==> src/rtl/robot_anomaly_monitor_pkg.sv <==
// robot_anomaly_monitor_pkg: orientation, anomaly code and tracker state encodings
// shared by the monitor, the world model and the benches.
package robot_anomaly_monitor_pkg;
    typedef enum logic [1:0] {NORTH = 2'b00, SOUTH = 2'b01, EAST = 2'b10, WEST = 2'b11} orient_t;
    typedef enum logic [1:0] {ANOM_NONE = 2'd0, ANOM_MAP = 2'd1, ANOM_STEP = 2'd2, ANOM_STUCK = 2'd3} anom_t;
    typedef enum logic {EMPTY = 1'b0, TRACK = 1'b1} state_t;
endpackage

==> src/rtl/robot_step_check.sv <==
// robot_step_check: classifies a position change against the reference cell and the
// reference orientation as same cell, one legal forward move, or illegal.
module robot_step_check
    import robot_anomaly_monitor_pkg::*;
#(
    parameter int POS_W = 6
) (
    input  logic [POS_W-1:0] ref_row,
    input  logic [POS_W-1:0] ref_column,
    input  logic [1:0]       ref_orientation,
    input  logic [POS_W-1:0] new_row,
    input  logic [POS_W-1:0] new_column,
    output logic             same_cell,
    output logic             legal_move,
    output logic             illegal
);
    logic [POS_W-1:0] exp_row, exp_column;
    assign exp_row    = ref_orientation == NORTH ? ref_row - POS_W'(1)
                      : ref_orientation == SOUTH ? ref_row + POS_W'(1) : ref_row;
    assign exp_column = ref_orientation == EAST ? ref_column + POS_W'(1)
                      : ref_orientation == WEST ? ref_column - POS_W'(1) : ref_column;
    assign same_cell  = new_row == ref_row && new_column == ref_column;
    assign legal_move = new_row == exp_row && new_column == exp_column;
    assign illegal    = !same_cell && !legal_move;
endmodule

==> src/rtl/robot_anomaly_monitor.sv <==
// robot_anomaly_monitor: samples robot pose per move strobe, flags off-map, illegal-step and
// stuck anomalies in sticky flags, latches the first anomaly code and counts legal moves.
module robot_anomaly_monitor
    import robot_anomaly_monitor_pkg::*;
#(
    parameter int ROWS        = 10,
    parameter int COLS        = 20,
    parameter int POS_W       = 6,
    parameter int STUCK_LIMIT = 8,
    parameter int CNT_W       = 16
) (
    input  logic             clock,
    input  logic             reset,
    input  logic             sample,
    input  logic [POS_W-1:0] robot_row,
    input  logic [POS_W-1:0] robot_column,
    input  logic [1:0]       robot_orientation,
    input  logic             clear_alarms,
    output logic             out_of_map,
    output logic             illegal_step,
    output logic             stuck,
    output logic             anomaly,
    output logic [1:0]       anomaly_code,
    output logic [CNT_W-1:0] move_count
);
    localparam int SW = $clog2(STUCK_LIMIT + 1);
    state_t           state, state_nxt;
    logic [POS_W-1:0] ref_row, ref_column;
    logic [1:0]       ref_orientation, new_code, base_code;
    logic [SW-1:0]    stuck_cnt, stuck_cnt_nxt;
    logic in_map, tracking, same_cell, legal_move, illegal, same_all, hold;
    logic map_err, step_err, stuck_hit, move_ok, oom_nxt, ill_nxt, stk_nxt;

    robot_step_check #(.POS_W(POS_W)) u_step (
        .ref_row(ref_row), .ref_column(ref_column), .ref_orientation(ref_orientation),
        .new_row(robot_row), .new_column(robot_column),
        .same_cell(same_cell), .legal_move(legal_move), .illegal(illegal)
    );

    assign in_map   = robot_row != '0 && robot_row <= POS_W'(ROWS)
                   && robot_column != '0 && robot_column <= POS_W'(COLS);
    assign tracking = sample && in_map && state == TRACK;
    assign map_err  = sample && !in_map;
    assign step_err = tracking && illegal;
    assign move_ok  = tracking && legal_move;
    assign same_all = tracking && same_cell && robot_orientation == ref_orientation;
    // Once the limit is reached the counter parks there, so stuck fires only on arrival.
    assign hold     = same_all && stuck_cnt == SW'(STUCK_LIMIT);
    assign stuck_cnt_nxt = !sample ? stuck_cnt : !in_map ? '0 : hold ? stuck_cnt
                         : same_all ? stuck_cnt + SW'(1) : SW'(1);
    assign stuck_hit = sample && in_map && !hold && stuck_cnt_nxt == SW'(STUCK_LIMIT);
    assign new_code  = map_err ? ANOM_MAP : step_err ? ANOM_STEP : stuck_hit ? ANOM_STUCK : ANOM_NONE;
    assign base_code = clear_alarms ? ANOM_NONE : anomaly_code;
    assign oom_nxt   = map_err || (out_of_map && !clear_alarms);
    assign ill_nxt   = step_err || (illegal_step && !clear_alarms);
    assign stk_nxt   = stuck_hit || (stuck && !clear_alarms);

    always_comb begin
        state_nxt = state;
        if (sample) state_nxt = in_map ? TRACK : EMPTY;
    end

    always_ff @(posedge clock or negedge reset) begin
        if (!reset) begin
            state           <= EMPTY;
            ref_row         <= '0;
            ref_column      <= '0;
            ref_orientation <= '0;
            stuck_cnt       <= '0;
            out_of_map      <= 1'b0;
            illegal_step    <= 1'b0;
            stuck           <= 1'b0;
            anomaly         <= 1'b0;
            anomaly_code    <= ANOM_NONE;
            move_count      <= '0;
        end else begin
            state        <= state_nxt;
            stuck_cnt    <= stuck_cnt_nxt;
            out_of_map   <= oom_nxt;
            illegal_step <= ill_nxt;
            stuck        <= stk_nxt;
            anomaly      <= oom_nxt || ill_nxt || stk_nxt;
            anomaly_code <= base_code == ANOM_NONE ? new_code : base_code;
            if (move_ok && !(&move_count)) move_count <= move_count + CNT_W'(1);
            if (sample && in_map) begin
                ref_row         <= robot_row;
                ref_column      <= robot_column;
                ref_orientation <= robot_orientation;
            end
        end
    end
endmodule
==> config.mk <==
export PLATFORM = sky130hd
export DESIGN_NAME = robot_anomaly_monitor
export DESIGN_NICKNAME = d
export VERILOG_FILES = /design/src/rtl/robot_anomaly_monitor_pkg.sv /design/src/rtl/robot_step_check.sv /design/src/rtl/robot_anomaly_monitor.sv
export SDC_FILE = /design/constraint.sdc
export NUM_CORES = 1
export LEC_CHECK = 0
export CAP_MARGIN = 20
export CORE_ASPECT_RATIO = 1.4
export CORE_MARGIN = 2
export CORE_UTILIZATION = 54
export CTS_CLUSTER_DIAMETER = 120
export DETAILED_ROUTE_END_ITERATION = 16
export PLACE_DENSITY = 0.88
export SYNTH_ARGS = -nofsm -noshare
export SYNTH_HDL_FRONTEND = slang
export SYNTH_SLANG_ARGS = --single-unit
==> constraint.sdc <==
create_clock -name clock -period 3.2 [get_ports clock]
set_clock_uncertainty 0.1 [all_clocks]
set_input_delay 0.48 -clock clock [delete_from_list [all_inputs] [get_ports clock]]
set_output_delay 0.48 -clock clock [all_outputs]
set_load 0.01 [all_outputs]
Word-level counts from Yosys, hierarchy flattened
Cells that the tools add are included.
- register bits: 41
- output and inout bits: 22
- word-level logic and storage cells: 79
- equality and inequality tests: 10
- reduce and logical (&&, ||, !) cells: 36
- mux-type cells: 14
- magnitude comparators: 2
- $add $sub $neg: 6
- operator list (kind ; number):
    $eq 6x6->1 ; 4
    $mux 6 ; 4
    $logic_and 1x1->1 ; 20
    $add 16x1->16 const B ; 1
    $mux 4 ; 4
    $reduce_and 16->1 ; 1
    $add 6x1->6 const B ; 2
    $reduce_bool 6->1 ; 2
    $sub 6x1->6 const B ; 2
    $mux 2 ; 5
    $eq 4x4->1 const B ; 2
    $le 6x4->1 const B ; 1
    $le 6x5->1 const B ; 1
    $logic_not 1->1 ; 6
    $logic_or 1x1->1 ; 5
    $add 4x1->4 const B ; 1
    $eq 2x2->1 const B ; 2
    $logic_not 2->1 ; 2
    $eq 2x1->1 const B ; 1
    $eq 2x2->1 ; 1
    $mux 1 ; 1

Logic depth before layout (Yosys ltp)
- depth in word-level cells: 18
- gate-level depth with buffers: 10
- gate-level depth less buffers: 9

Modules after synthesis
Synthesis repeated with hierarchy kept, for this count alone.
- cell total of the unflattened synthesis: 274
- area total of the unflattened synthesis: 2529.9 um^2
- modules (own cells, without submodules) (module ; instances ; cells an instance ; area each (um^2)):
    robot_anomaly_monitor ; 1 ; 197 ; 1964.4
    robot_step_check ; 1 ; 77 ; 565.5

Worst setup path before layout
OpenSTA, ideal clock, no wires.
- path kind: register -> register
- from: register ref_row[0]
- to: register move_count[1]
- path slack: 0.678 ns
- library setup time: 0.125 ns
- arrival: 2.296 ns
- buffers on the path: 0
- cell stages (with the launch flop): 10
- required time: 2.975 ns
- path through: dfrtp_1 inv_1 ha_1 or4b_4 a21oi_2 xnor2_1 a311oi_2 nand4b_2 or2_4 mux2_4
- longest elaborated chain between the ends: 7
- elaborated cells between the ends (all ways): 8
- classes of those cells: add/sub (2); eq/ne (1); mux (2); reduce/logical (3)
- ends and longest elaborated chain (element ; RTL line ; text):
    from (decl) ; robot_anomaly_monitor.sv:28 ; logic [POS_W-1:0] ref_row, ref_column;
    from (signal assigned) ; robot_anomaly_monitor.sv:86 ; ref_row <= robot_row;
    $add 6x1->6 ; robot_step_check.sv:19 ; : ref_orientation == SOUTH ? ref_row + POS_W'(1) : ref_row;
    $mux 6 ; robot_step_check.sv:19 ;
    $mux 6 * ; robot_step_check.sv:18 ; assign exp_row = ref_orientation == NORTH ? ref_row - POS_W'(1)
    $eq 6x6->1 * ; robot_step_check.sv:23 ; assign legal_move = new_row == exp_row && new_column == exp_column;
    $logic_and 1x1->1 * ; robot_step_check.sv:23 ;
    $logic_and 1x1->1 * ; robot_anomaly_monitor.sv:45 ; assign move_ok = tracking && legal_move;
    $logic_and 1x1->1 * ; robot_anomaly_monitor.sv:84 ; if (move_ok && !(&move_count)) move_count <= move_count + CNT_W'(1);
    to (signal assigned) ; robot_anomaly_monitor.sv:84 ;
    to (decl) ; robot_anomaly_monitor.sv:24 ; output logic [CNT_W-1:0] move_count
Mark *: on every way between the ends. The rest lies on a longest branch, timed or not.
A chain may end at the register's enable or synchronous reset.

Worst setup path in the final report
- from: input robot_row[0]
- to: register move_count[14]
- longest elaborated chain between the ends: 8
- elaborated cells between the ends (all ways): 11
- classes of those cells: order compare (1); eq/ne (1); reduce/logical (9)
- ends and longest elaborated chain (element ; RTL line ; text):
    from (decl) ; robot_anomaly_monitor.sv:15 ; input logic [POS_W-1:0] robot_row,
    $le 6x4->1 / $reduce_bool 6->1 (equally long branches) ; robot_anomaly_monitor.sv:40 ; assign in_map = robot_row != '0 && robot_row <= POS_W'(ROWS)
    $logic_and 1x1->1 ; robot_anomaly_monitor.sv:40 ;
    $logic_and 1x1->1 (2 in series) ; robot_anomaly_monitor.sv:41 ; && robot_column != '0 && robot_column <= POS_W'(COLS);
    $logic_and 1x1->1 (2 in series) ; robot_anomaly_monitor.sv:42 ; assign tracking = sample && in_map && state == TRACK;
    $logic_and 1x1->1 * ; robot_anomaly_monitor.sv:45 ;
    $logic_and 1x1->1 * ; robot_anomaly_monitor.sv:84 ;
Marked as above.

==> metrics.md <==
| Metric | Value |
|---|---|
| Outcome | finished clean |
| Routability cong. | 0.868 |
| Worst Tran Pin Value | between 900 and 1000 ps |
| Cts hold-fix bufs | 0 |
| Final setup vio count | 0 |
| Yosys warning count | 0 |
| CP arrival | about 2900 ps |
| Power Density | 451 nW/µm² |
| Ys async rst share | 100% |
| DRC viols | 0 |
| Post-synthesis sequential area ratio | 39.4% |
| Pleak | 0.00136 µW |
| Clock latency on the worst-skew pair | 310 ps |
| FF-to-FF setup slack | 480 ps |
| Gr ovfl total | 0 |
| CP Capture Type | flop |
| Routed vias | 2078 |
| Setup TNS | 0 ps |
| Max_cap viols | 0 |
| H-Tree Depth | 2 |
| #FFs+latches synth | 41 |
| Worst hold path class | input port to async pin |
| Placement Rows | 29 |
| Area of the multi-input gates | about 1500 µm² |
| Mean Syn Cell Area | 10.1 µm² |
| RSZ-0062 raised after global routing | false |
| Diodes inserted | 0 |
| Critical path type | input port to flop |
| Final period utilization | 86.9% |
| Hold slack | ~210 ps |
| I/O pin total | 40 |
| Final instance area | roughly 3200 µm² |
| Synth cell types | 59 |
| Total Power | about 1400 µW |
| Die Span Y | about 86 µm |
| Slew HR | about 39% |
| Area growth from synthesis to layout | 21.8% |
| Post-route ant nets | 0 |
| Total CTS buffers | 5 |
| Pins Over Slew Limit | 0 |
| Peak supply drop | between 0.2 and 0.3 mV |
| Post-synth EDFFs | 0 |
| Initial DRC count | ~130 |
| Top_reg_cell synth | dfrtp_1 |
| Final Hold Viols | 0 |
| Root Buffer | clkbuf_8 |
| First-pass GRT wire length | 9.94 mm |
| Die Width | ~63 µm |
| Largest net degree at the start of global routing | 42 |
| CTS tree | built |
| Clock tree buffer depth | 2 |
| Core area | roughly 4600 µm² |
| Antenna violations before repair | 0 |
| Initial Utilization | 57.0% |
| Final #Nets | 325 |
| Clock-pin slew on the worst setup and hold paths | 90 ps |
| Drt total wl | 5.62 mm |
| Die area | 5400 µm² |
| Fill count | roughly 360 |
| Per-cell routed wire length | between 15 and 20 µm |
| Share of cells above drive strength 1 | 16.3% |
| Vias in the first global route | 2164 |
| First-pass DRT Iterations | 4 |
| DR vias/cell | 5.72 |
| Critical Path RT | roughly 3300 ps |
| Sink Count | between 40 and 50 |
| CP Max Fanout | 7 |
| Post-DP HPWL | between 4 and 5 mm |
| Synth Instances | 258 |
| Area of the mapped netlist | 2600 µm² |
| Crit path time final | 2780 ps |
| PortBufs | 39 |
| Startpoint types | input port |
| Storage element area | 1030 µm² |
| Post-CTS sizing | 0 |
| Post-CTS Setup Bufs | 0 |
| Placed inst area | 3060 µm² |
| Gr usage total | between 20% and 30% |
| Fmax | between 0.3 and 0.4 GHz |
| Syn nets | 283 |
-- final cells by class --
cell class / count / area share, %
Inverter: 14 / 1.66
Tap cell: 62 / 2.45
Multi-Input combinational cell: 194 / 46.6
Clock inverter: 3 / 1.38
Timing Repair Buffer: 44 / 13.3
Sequential cell: 41 / 32.4
Clock buffer: 5 / 2.17
-- registers in the layout, summed over array words and instances (netlist names) --
name	flops
move_count	16
ref_column	6
ref_row	6
stuck_cnt	4
anomaly_code	2
ref_orientation	2
anomaly	1
illegal_step	1
out_of_map	1
state	1
stuck	1
-- metrics by stage --
stage | cells | util [%] | setup WS, ps
2_1_floorplan | 258 | - | 678
3_3_place_gp | 355 | 66.9 | 164
3_5_place_dp | 355 | 66.9 | 79.8
4_1_cts | 363 | 69.3 | 411
5_1_grt | 363 | 69.3 | 214
6_report | 363 | 69.3 | 418
-- per-layer routing --
metal  GRT usage, %  part of all wire (%)
met2           42.2                    52
met1           26.6                    41
met3           3.28                   3.8
met4           11.3                   3.2
met5              0                     0
-- placed cells by master, fill, tap and decap left out, types with 2 or more instances in the layout --
master,instances
nand4_1,6
buf_4,5
or3_1,4
o32ai_1,2
nor3_2,7
and2_1,2
or2_2,2
ha_1,7
nor3_1,5
a21oi_2,2
and4_1,2
clkbuf_8,5
nand3b_1,2
clkdlybuf4s50_1,38
nand2_1,23
inv_1,14
and3_1,5
o21ai_0,15
xor2_1,21
nor2b_1,5
nor4_1,4
xnor2_1,15
nor4_2,3
a21oi_1,5
nand2b_1,4
a21o_1,2
and4b_1,3
nand3_1,6
mux2_2,11
o211ai_1,2
dfrtp_1,41
nor2_1,2
-- cells by family after synthesis --
kind of cell,count (synthesis),share of synthesized area [%]
muxes,13,5.72
buffers and inverters,23,3.80
DFF,41,39.4
xor gates and xnor gates,36,12.1
AOI/OAI and AO/OA,40,10.0
adders and majority gates,7,3.36
and+or+nand+nor,98,25.6
-- worst paths after layout --
path | from | to | cells after the start
min in group clock | move_count[7] | move_count[7] | 1
setup reg to reg | ref_orientation[0] | move_count[14] | 8
hold reg to reg | move_count[7] | move_count[7] | 1
setup / recovery | robot_row[0] | move_count[14] | 9
max in group asynchronous | reset | ref_row[0] | 1
hold / removal | reset | move_count[2] | 1
-- critical path, stage by stage --
cell and delay, ps:
clkdlybuf4s50_1 550, xnor2_1 130, nor4_1 330, o2111ai_1 240
nor4_4 340, nand4b_2 190, buf_4 210, nor4_1 280
xor2_1 170
-- report_power, final --
part | switching, µW | internal [µW]
logic | 162 | 187
registers | 87.8 | 561
clock network | 198 | 234
-- Yosys cell counts, types with 2 or more instances --
library cell | n | area share (%)
xnor2_1 | 15 | 5.0
a21oi_1 | 5 | 0.96
and4b_1 | 3 | 1.2
or2_2 | 2 | 0.48
o211ai_1 | 2 | 0.58
nor3_2 | 7 | 2.7
ha_1 | 7 | 3.4
nand3b_1 | 2 | 0.58
o32ai_1 | 2 | 0.67
nand4_1 | 6 | 1.4
or3_1 | 4 | 0.96
nand2b_1 | 4 | 0.96
clkbuf_1 | 4 | 0.58
and3_1 | 5 | 1.2
a21oi_2 | 2 | 0.67
nand2_1 | 23 | 3.3
xor2_1 | 21 | 7.1
nor2b_1 | 5 | 1.2
and4_1 | 2 | 0.67
nor2_1 | 2 | 0.29
nand3_1 | 6 | 1.2
buf_2 | 4 | 0.77
o21ai_0 | 15 | 2.9
nor4_2 | 3 | 1.4
inv_1 | 14 | 2.0
and2_1 | 2 | 0.48
nor4_1 | 4 | 0.96
a21o_1 | 2 | 0.58
mux2_2 | 11 | 4.8
nor3_1 | 5 | 0.96
dfrtp_1 | 41 | 39
No activity file was read; power rests on OpenSTA's default activity.
